<file path="config.mk">
export PLATFORM = sky130hd
export DESIGN_NAME = serial_adder
export DESIGN_NICKNAME = d
export VERILOG_FILES = /design/src/rtl/serial_adder.sv
export SDC_FILE = /design/constraint.sdc
export NUM_CORES = 1
export LEC_CHECK = 0
export CORE_MARGIN = 8
export CORE_UTILIZATION = 30
export CTS_CLUSTER_SIZE = 10
export DETAILED_ROUTE_END_ITERATION = 12
export SKIP_CTS_REPAIR_TIMING = 1
export SYNTH_ARGS = -nofsm -noshare
export SYNTH_HDL_FRONTEND = slang
export SYNTH_SLANG_ARGS = --single-unit
export TNS_END_PERCENT = 5
</file>
<file path="constraint.sdc">
create_clock -name clk -period 1.8 [get_ports clk]
set_clock_uncertainty 0.2 [all_clocks]
set_input_delay 0.45 -clock clk [delete_from_list [all_inputs] [get_ports clk]]
set_output_delay 0.45 -clock clk [all_outputs]
set_load 0.05 [all_outputs]
</file>
<file path="src/rtl/serial_adder.sv">
// rtl/serial_adder.sv - multi-cycle digit-serial adder/subtractor with start/busy/done handshake
//
// Purpose: adds or subtracts two WIDTH-bit operands by reusing one DIGIT-bit
// ripple slice over WIDTH/DIGIT cycles, least significant digit first.
//
// Ports:
//   clk       - clock, all state changes on the rising edge
//   reset     - synchronous active-high reset
//   start     - request, sampled only while idle
//   a, b      - operands, captured on the accepted start
//   carryIn   - carry-in (add) / borrow-in (subtract)
//   sub       - 0 = add, 1 = subtract
//   sum       - registered result, held until the next result is written
//   carryOut  - carry-out (add) / borrow-out (subtract)
//   overflow  - two's-complement signed overflow
//   busy      - high while digits are being processed
//   done      - one-cycle pulse when results are newly valid

module serial_adder #(
    parameter int WIDTH = 8,
    parameter int DIGIT = 1
) (
    input  logic             clk,
    input  logic             reset,
    input  logic             start,
    input  logic [WIDTH-1:0] a,
    input  logic [WIDTH-1:0] b,
    input  logic             carryIn,
    input  logic             sub,
    output logic [WIDTH-1:0] sum,
    output logic             carryOut,
    output logic             overflow,
    output logic             busy,
    output logic             done
);

    localparam int NDIG = WIDTH / DIGIT;
    localparam int CW   = (NDIG > 1) ? $clog2(NDIG) : 1;
    localparam logic [CW-1:0] LAST_DIGIT = CW'(NDIG - 1);

    typedef enum logic [1:0] {
        S_IDLE,
        S_RUN,
        S_DONE
    } state_t;

    state_t           r_state;
    state_t           w_next_state;

    logic [WIDTH-1:0] r_a;
    logic [WIDTH-1:0] r_b;
    logic [WIDTH-1:0] r_res;
    logic             r_carry;
    logic             r_sub;
    logic [CW-1:0]    r_cnt;
    logic [WIDTH-1:0] r_sum;
    logic             r_carry_out;
    logic             r_overflow;

    logic [DIGIT:0]   w_slice;
    logic             w_msb_cin;
    logic             w_last;
    logic [WIDTH-1:0] w_digit_ext;
    logic [WIDTH-1:0] w_res_next;

    // One DIGIT-bit slice; the operand registers shift right so the active
    // digit always sits in the low bits.
    assign w_slice = {1'b0, r_a[DIGIT-1:0]} + {1'b0, r_b[DIGIT-1:0]}
                   + {{DIGIT{1'b0}}, r_carry};

    // Carry into the top bit of the current digit, recovered from the sum bit.
    // On the last digit this is the carry into bit WIDTH-1.
    assign w_msb_cin = w_slice[DIGIT-1] ^ r_a[DIGIT-1] ^ r_b[DIGIT-1];

    assign w_last = (r_cnt == LAST_DIGIT);

    // New digit enters at the top; after NDIG shifts the result is aligned.
    assign w_digit_ext = WIDTH'(w_slice[DIGIT-1:0]);
    assign w_res_next  = (r_res >> DIGIT) | (w_digit_ext << (WIDTH - DIGIT));

    always_ff @(posedge clk) begin
        if (reset) begin
            r_state <= S_IDLE;
        end else begin
            r_state <= w_next_state;
        end
    end

    always_comb begin
        w_next_state = r_state;
        case (r_state)
            S_IDLE: begin
                if (start) begin
                    w_next_state = S_RUN;
                end
            end
            S_RUN: begin
                if (w_last) begin
                    w_next_state = S_DONE;
                end
            end
            S_DONE:  w_next_state = S_IDLE;
            default: w_next_state = S_IDLE;
        endcase
    end

    always_ff @(posedge clk) begin
        if (reset) begin
            r_a         <= '0;
            r_b         <= '0;
            r_res       <= '0;
            r_carry     <= 1'b0;
            r_sub       <= 1'b0;
            r_cnt       <= '0;
            r_sum       <= '0;
            r_carry_out <= 1'b0;
            r_overflow  <= 1'b0;
        end else begin
            case (r_state)
                S_IDLE: begin
                    if (start) begin
                        // a - b - borrow == a + ~b + (1 - borrow)
                        r_a     <= a;
                        r_b     <= sub ? ~b : b;
                        r_carry <= carryIn ^ sub;
                        r_sub   <= sub;
                        r_cnt   <= '0;
                    end
                end
                S_RUN: begin
                    r_a     <= r_a >> DIGIT;
                    r_b     <= r_b >> DIGIT;
                    r_carry <= w_slice[DIGIT];
                    r_res   <= w_res_next;
                    r_cnt   <= r_cnt + CW'(1);
                    if (w_last) begin
                        r_sum       <= w_res_next;
                        r_carry_out <= w_slice[DIGIT] ^ r_sub;
                        r_overflow  <= w_msb_cin ^ w_slice[DIGIT];
                    end
                end
                default: begin
                end
            endcase
        end
    end

    assign sum      = r_sum;
    assign carryOut = r_carry_out;
    assign overflow = r_overflow;
    assign busy     = (r_state == S_RUN);
    assign done     = (r_state == S_DONE);

endmodule

</file>
Word level (Yosys, flattened, before mapping)
Index checks and enable logic that the tools add are counted.
{"block": "word_totals", "reg_bits": 41, "input_bits": 21}
{"block": "classes", "addsub": 3, "eq_ne": 5, "muxes": 12, "n_bitwise": 7, "reduce_logical": 6}
{"cell": "$pmux 8 s2", "n": 2}
{"cell": "$mux 8", "n": 3}
{"cell": "$not 8->8", "n": 1}
{"cell": "$or 7x8->8", "n": 1}
{"cell": "$reduce_and 2->1", "n": 4}
{"cell": "$pmux 3 s2", "n": 1}
{"cell": "$xor 1x1->1", "n": 5}
{"cell": "$mux 2", "n": 2}
{"cell": "$pmux 2 s2", "n": 1}
{"cell": "$add 3x1->3 const B", "n": 1}
{"cell": "$eq 3x3->1 const B", "n": 1}
{"cell": "$mux 3", "n": 1}
{"cell": "$add 1x1->2", "n": 1}
{"cell": "$add 2x1->2", "n": 1}
{"cell": "$eq 2x1->1 const B", "n": 1}
{"cell": "$eq 2x2->1 const B", "n": 1}
{"cell": "$logic_not 2->1", "n": 1}
{"cell": "$ne 2x1->1 const B", "n": 1}
{"cell": "$ne 2x2->1 const B", "n": 1}
{"cell": "$pmux 1 s2", "n": 1}
{"cell": "$reduce_bool 2->1", "n": 1}
{"cell": "$mux 1", "n": 1}

Logic depth before layout (Yosys ltp)
Gate-level depths: netlist (run 1).
{"block": "logic_depth", "word_depth": 5, "ltp_mapped": 6, "mapped_depth_nobuf": 5}

Worst setup path before layout (run 1)
Ideal clock, no wire load.
{"block": "synth_path", "path_kind": "flip-flop to output port", "start": "register r_state[1]", "end": "output port done", "arrival_time_ns": 1.307, "t_required_ns": 1.150, "setup_slack_ns": -0.157, "path_stages_with_launch": 4, "n_path_buf": 1, "cell_sequence": "dfxtp_1 buf_6 clkinv_1 nor2_1"}
{"block": "synth_between", "elab_chain_len": 1}
{"element": "start: declaration", "line_no": "47", "text": "state_t r_state;"}
{"element": "start signal: assignment", "line_no": "85", "text": "r_state <= w_next_state;"}
{"element": "$eq 2x2->1", "line_no": "152", "text": "assign done = (r_state == S_DONE);"}
{"element": "end: declaration", "line_no": "34", "text": "output logic done"}
No other way between the ends.

Worst setup path after layout (run 1)
{"block": "layout_path", "start": "register r_state[1]", "end": "output port busy"}
{"block": "layout_between", "elab_chain_len": 1}
{"element": "$eq 2x1->1", "line_no": "151", "text": "assign busy = (r_state == S_RUN);"}
{"element": "end: declaration", "line_no": "33", "text": "output logic busy,"}
No other way between the ends.

==> flow_summary_export.csv, run 1 <==
group,metric,value,unit
place,post_dp_cell_area,0.00240,mm^2
power_and_ir_drop,p_leak,0.945,nW
grt,use_met2,14.7,%
worst_hold_path,hold_end,"sum[0]",
critical_path,r2r.worst_path.cells,4,
synth,synth_nets,229,
critical_path,criticalPathCategory,"reg -> out",
grt,grtUsageMet1,11.9,%
synth,synthDistinctLibCells,32,
finish,final_common_cell,"dfxtp_1",
worst_hold_path,worstHoldStart,"r_res[1]",
floorplan,die_y,94.0,um
grt,antenna_found_initial,0,
power_and_ir_drop,peakVddDrop,0.000285,V
grt,grt_pass1_vias,1478,
finish,final_nets,274,
sta,rsz0062_at_grt,"false",
cts,clkSinkCount,40,
critical_path,critical_path_depth,3,
grt,top_usage_layer,"met2",
finish,nFillCells,584,
finish,antenna_cells,0,
critical_path,crit_start,"r_state[1]",
place,gp_congestion,0.753,
finish,area_growth,38.7,%
synth,synth_top_area_share,43.8,%
cts,cts-root-buf,"clkbuf_8",
critical_path,slowest_stage,"dfxtp_1",
synth,yosys_register_bits,40,
finish,final_cell_mix,"dfxtp_1 (39), nand2_1 (32), nor2_1 (21)",
floorplan,rows,28,
synth,synth_area,0.00183,mm^2
floorplan,start_util,30.9,%
drt,drtAntennaViolNets,0,
critical_path,r2r_slack,120,ps
sta,slew_viol_final,0,
place,port_buffers,32,
cts,clk_latency,290,ps
drt,wl,3900,um
cts,cts_made_buffers,5,
sta,setup_viol,0,
finish,multiInputGateArea,906,um^2
synth,synth_top_cell_by_area,"dfxtp_1",
cts,clk_pin_slew_worst_paths,70,ps
sta,period_share,96.2,%
finish,drive_above_1_share,21.1,%
run,max_cap_violations,0,
drt,wl_per_cell,12.0,um
place,dpl.hpwl,2870,um
drt,vias,1488,
critical_path,worstSetupStartpointType,"flop",
grt,grt_remaining_overflow,0,
critical_path,critPathMaxStageDelay,340,ps
run_status,status,"complete, no violations",
critical_path,r2r-start,"r_a[0]",
worst_hold_path,hold_class,"reg -> reg",
sta,slew_headroom,78.8,%
grt,grt_pass1_wl,6800,um
floorplan,die_area,0.00884,mm^2
critical_path,r2r-end,"overflow",
sta,fmax,0.577,GHz
critical_path,worst_ep_arrival_time,1080,ps
sta,min_period,1730,ps
power_and_ir_drop,p_total,1.85,mW
floorplan,die_w,94.0,um
critical_path,critPathRequiredTime,1150,ps
floorplan,ios,33,
critical_path,cp_max_fo,7,
grt,grt_max_degree,17,
floorplan,core_area,0.00592,mm^2
synth,synth_warnings,0,
cts,cts_buffer_depth,2,
finish,seq_area,802,um^2
grt,use_met3,2.64,%
drt,drc_errors,0,
drt,first_pass_iters,4,
synth,synthCells,205,
drt,drtIter0Drc,70,
grt,track_usage,9.50,%
critical_path,crit_family,"flip-flops",
synth,yosys-top-cells-area,"dfxtp_1 (44%), nand2_1 (6.6%), nor2_1 (4.5%)",
sta,whs,257,ps
critical_path,path_buf_inv,2,
cts,cts_max_level,2,
sta,finalHoldViolCount,0,
finish,fin_area,0.00253,mm^2
cts,cts_tree,"built",
critical_path,path_cells,"nand2b_1, inv_4, buf_12",
critical_path,end_kind,"primary output",
sta,tightest_slew,318,ps
worst_hold_path,hold_depth,2,
synth,avgSynthCellArea,8.91,um^2
drt,viasPerCell,4.56,
power_and_ir_drop,power_density,729,mW/mm^2
synth,seq_area_frac_synth,43.8,%
[how the worst max path moves through the flow]
stage | slack [ps] | to
2_1_floorplan | 60 | done
3_3_place_gp | -100 | r_b[6]
3_5_place_dp | -150 | r_a[5]
4_1_cts | -30 | done
5_1_grt | 6 | busy
6_report | 70 | busy
[sequential cells by signal (all words and copies together), names as in the netlist]
register / flops
r_a: 8
r_b: 8
sum: 8
r_res: 7
r_cnt: 3
r_state: 2
carryOut: 1
overflow: 1
r_carry: 1
r_sub: 1
[worst min-delay path, stage by stage, from the launching register on]
cell and delay, ps:
dfxtp_1 310, nand2_1 50, a21oi_1 50
[kinds of logic after synthesis]
| family | count (synthesis) | synth area share, % |
|---|---|---|
| muxes | 1 | 0.548 |
| AOI/OAI and AO/OA | 57 | 21.6 |
| and+or+nand+nor | 71 | 18.4 |
| DFF | 40 | 43.8 |
| buffers and inverters | 20 | 6.99 |
| adders and majority gates | 3 | 2.47 |
| xor gates and xnor gates | 13 | 6.23 |
[power by group]
part	switching, mW	internal (mW)	total (mW)
combinational	0.133	0.154	0.287
clock	0.305	0.306	0.611
sequential	0.0259	0.924	0.950
total	0.464	1.38	1.85
[layer usage]
metal  part of all wire (%)  vias up  routed length [um]
met5                      0        -                   0
met4                    2.0        0                  77
met3                    3.5        6                 135
met2                     45       24                1740
met1                     50      665                1940
li1                       -      793                   -
[through the flow]
step,worst slack [ps],util (%),std cells,TNS [ps]
floorplan,60.7,-,205,0
finish,68.0,42.8,326,0
global placement,-95.2,40.5,314,-1300
global route,6.02,42.8,326,0
detailed placement,-149,40.5,314,-1600
CTS,-31.3,42.1,322,-47.6
[final cells by class]
class,instances,area share (%)
Clock buffer,6,3.26
Multi-Input combinational cell,145,35.8
Sequential cell,40,31.7
Inverter,4,0.691
Clock inverter,2,0.395
Tap cell,75,3.70
Timing Repair Buffer,54,24.5
[cell usage after synthesis, drive strengths merged]
cell / n
mux2i: 1
ha: 2
or2: 1
a22oi: 10
o2bb2ai: 8
a31o: 1
inv: 3
o21ai: 9
dfxtp: 40
clkbuf: 5
xnor2: 4
o21ba: 1
nor3b: 1
clkinv: 1
nand2b: 1
fa: 1
a211oi: 11
nor2: 22
nand3b: 9
nand2: 32
o21bai: 1
xor2: 9
a21oi: 16
and3b: 2
nor2b: 3
buf: 11
Note: power is estimated with default switching activity, not from simulation.
==> run 2: changes to the inputs <==
Settings changed: GPL_TIMING_DRIVEN from default to 0.
==> flow_summary_export.csv, run 2 (same netlist as run 1, synthesis figures left out) <==
group,metric,value,unit
critical_path,worst_ep_arrival_time,1260,ps
grt,antenna_found_initial,0,
critical_path,critPathRequiredTime,1150,ps
run_status,status,"finished with violations",
sta,finalHoldViolCount,0,
worst_hold_path,hold_class,"reg -> reg",
floorplan,core_area,0.00592,mm^2
floorplan,die_w,94.0,um
finish,final_nets,267,
sta,slew_headroom,64.9,%
sta,slew_viol_final,0,
critical_path,end_kind,"primary output",
sta,setup_viol,2,
drt,first_pass_iters,4,
cts,cts-root-buf,"clkbuf_8",
critical_path,cp_max_fo,10,
grt,use_met3,2.96,%
finish,final_common_cell,"dfxtp_1",
drt,vias,1488,
floorplan,die_y,94.0,um
place,dp_cells,311,
floorplan,ios,33,
power_and_ir_drop,pwr-share-clk,45.4,%
grt,grt_max_degree,14,
run_status,violations,"setup timing",
cts,clk_latency,290,ps
place,gp_congestion,0.733,
grt,grt_remaining_overflow,0,
finish,stdcell_count,319,
sta,whs,254,ps
grt,top_usage_layer,"met2",
finish,post-route-util,41.3,%
worst_hold_path,hold_depth,2,
sta,min_period,1910,ps
cts,cts_made_buffers,5,
power_and_ir_drop,power_density,913,mW/mm^2
place,port_buffers,31,
power_and_ir_drop,swShare,21.6,%
cts,cts_max_level,2,
finish,final_cell_mix,"dfxtp_1 (38), nand2_1 (32), nor2_1 (21)",
drt,viasPerCell,4.66,
critical_path,r2r.worst_path.cells,4,
power_and_ir_drop,combPwrFrac,12.0,%
finish,drive_above_1_share,13.5,%
grt,grt_pass1_wl,7070,um
power_and_ir_drop,peakVddDrop,0.000336,V
floorplan,start_util,30.9,%
power_and_ir_drop,p_sw,482,uW
place,dpl.hpwl,2910,um
grt,use_met2,14.9,%
grt,grt_pass1_vias,1473,
drt,drtAntennaViolNets,0,
floorplan,rows,28,
power_and_ir_drop,p_leak,1.06,nW
sta,period_share,106,%
cts,clkSinkCount,40,
grt,grtUsageMet1,12.7,%
drt,wl,4030,um
power_and_ir_drop,p_seq_share,42.5,%
sta,rsz0062_at_grt,"true",
power_and_ir_drop,p_total,2.23,mW
power_and_ir_drop,internal-power,1.75,mW
cts,cts_tree,"built",
sta,tightest_slew,527,ps
drt,drc_errors,0,
drt,wl_per_cell,12.6,um
sta,worst_slack,-108,ps
finish,antenna_cells,0,
cts,clk_pin_slew_worst_paths,80,ps
cts,cts_buffer_depth,2,
floorplan,die_area,0.00884,mm^2
drt,drtIter0Drc,87,
critical_path,worstSetupStartpointType,"flop",
place,pre_cts_ws,-550,ps
sta,fmax,0.524,GHz
grt,track_usage,9.96,%
critical_path,criticalPathCategory,"reg -> out",
run,max_cap_violations,0,
finish,area_growth,34.0,%
[run 2: cell types whose count changed in the layout (fill, tap and decap cells not counted), moves of 2 or more]
cell	delta
buf_12	-13
buf_2	+3
buf_4	-18
buf_6	+5
buf_8	+2
bufinv_16	+3
clkbuf_1	+5
clkinv_2	-2
dlymetal6s2s_1	+10
[run 2: path summary, 6_finish.rpt]
path | from | endpoint | slack, ps
max | r_state[1] | done | -110
min | sum[5] | sum[5] | 250
max reg2reg | r_b[0] | overflow | 120
min reg2reg | sum[5] | sum[5] | 250
[run 2: cell type report]
class	count	area (um^2)
inverter	4	21.3
multi-input combinational	145	906
clock inverter	3	90.1
sequential	40	806
timing repair buffer	31	342
fill	609	3470
tap	75	93.8
buffer	16	120
clock buffer	5	68.8
[run 2: power by group through the flow]
stage	Clock, mW	Sequential [mW]	Combinational (mW)
after floorplan	0	0.964	0.180
after global placement	0	0.971	0.263
after detailed placement	0	0.971	0.265
after CTS	1.04	0.950	0.266
after global routing	1.08	0.956	0.304
final	1.02	0.951	0.269
[run 2: critical path: stages (launching register included)]
cell,delay [ps]
dfxtp_2,330
buf_6,130
clkinvlp_4,210
nor2_4,130
buf_6,160
[run 2: per-layer routing]
layer  wire, um  part of all wire (%)
met3        160                   4.0
met2       1730                    43
met5          0                     0
met4         79                   2.0
met1       2060                    51
[run 2: stage by stage]
step	TNS, ps	cell area [um^2]
floorplan	0	1830
global placement	-4220	2230
detailed placement	-4530	2230
CTS	-4740	2390
global route	-341	2450
finish	-178	2450
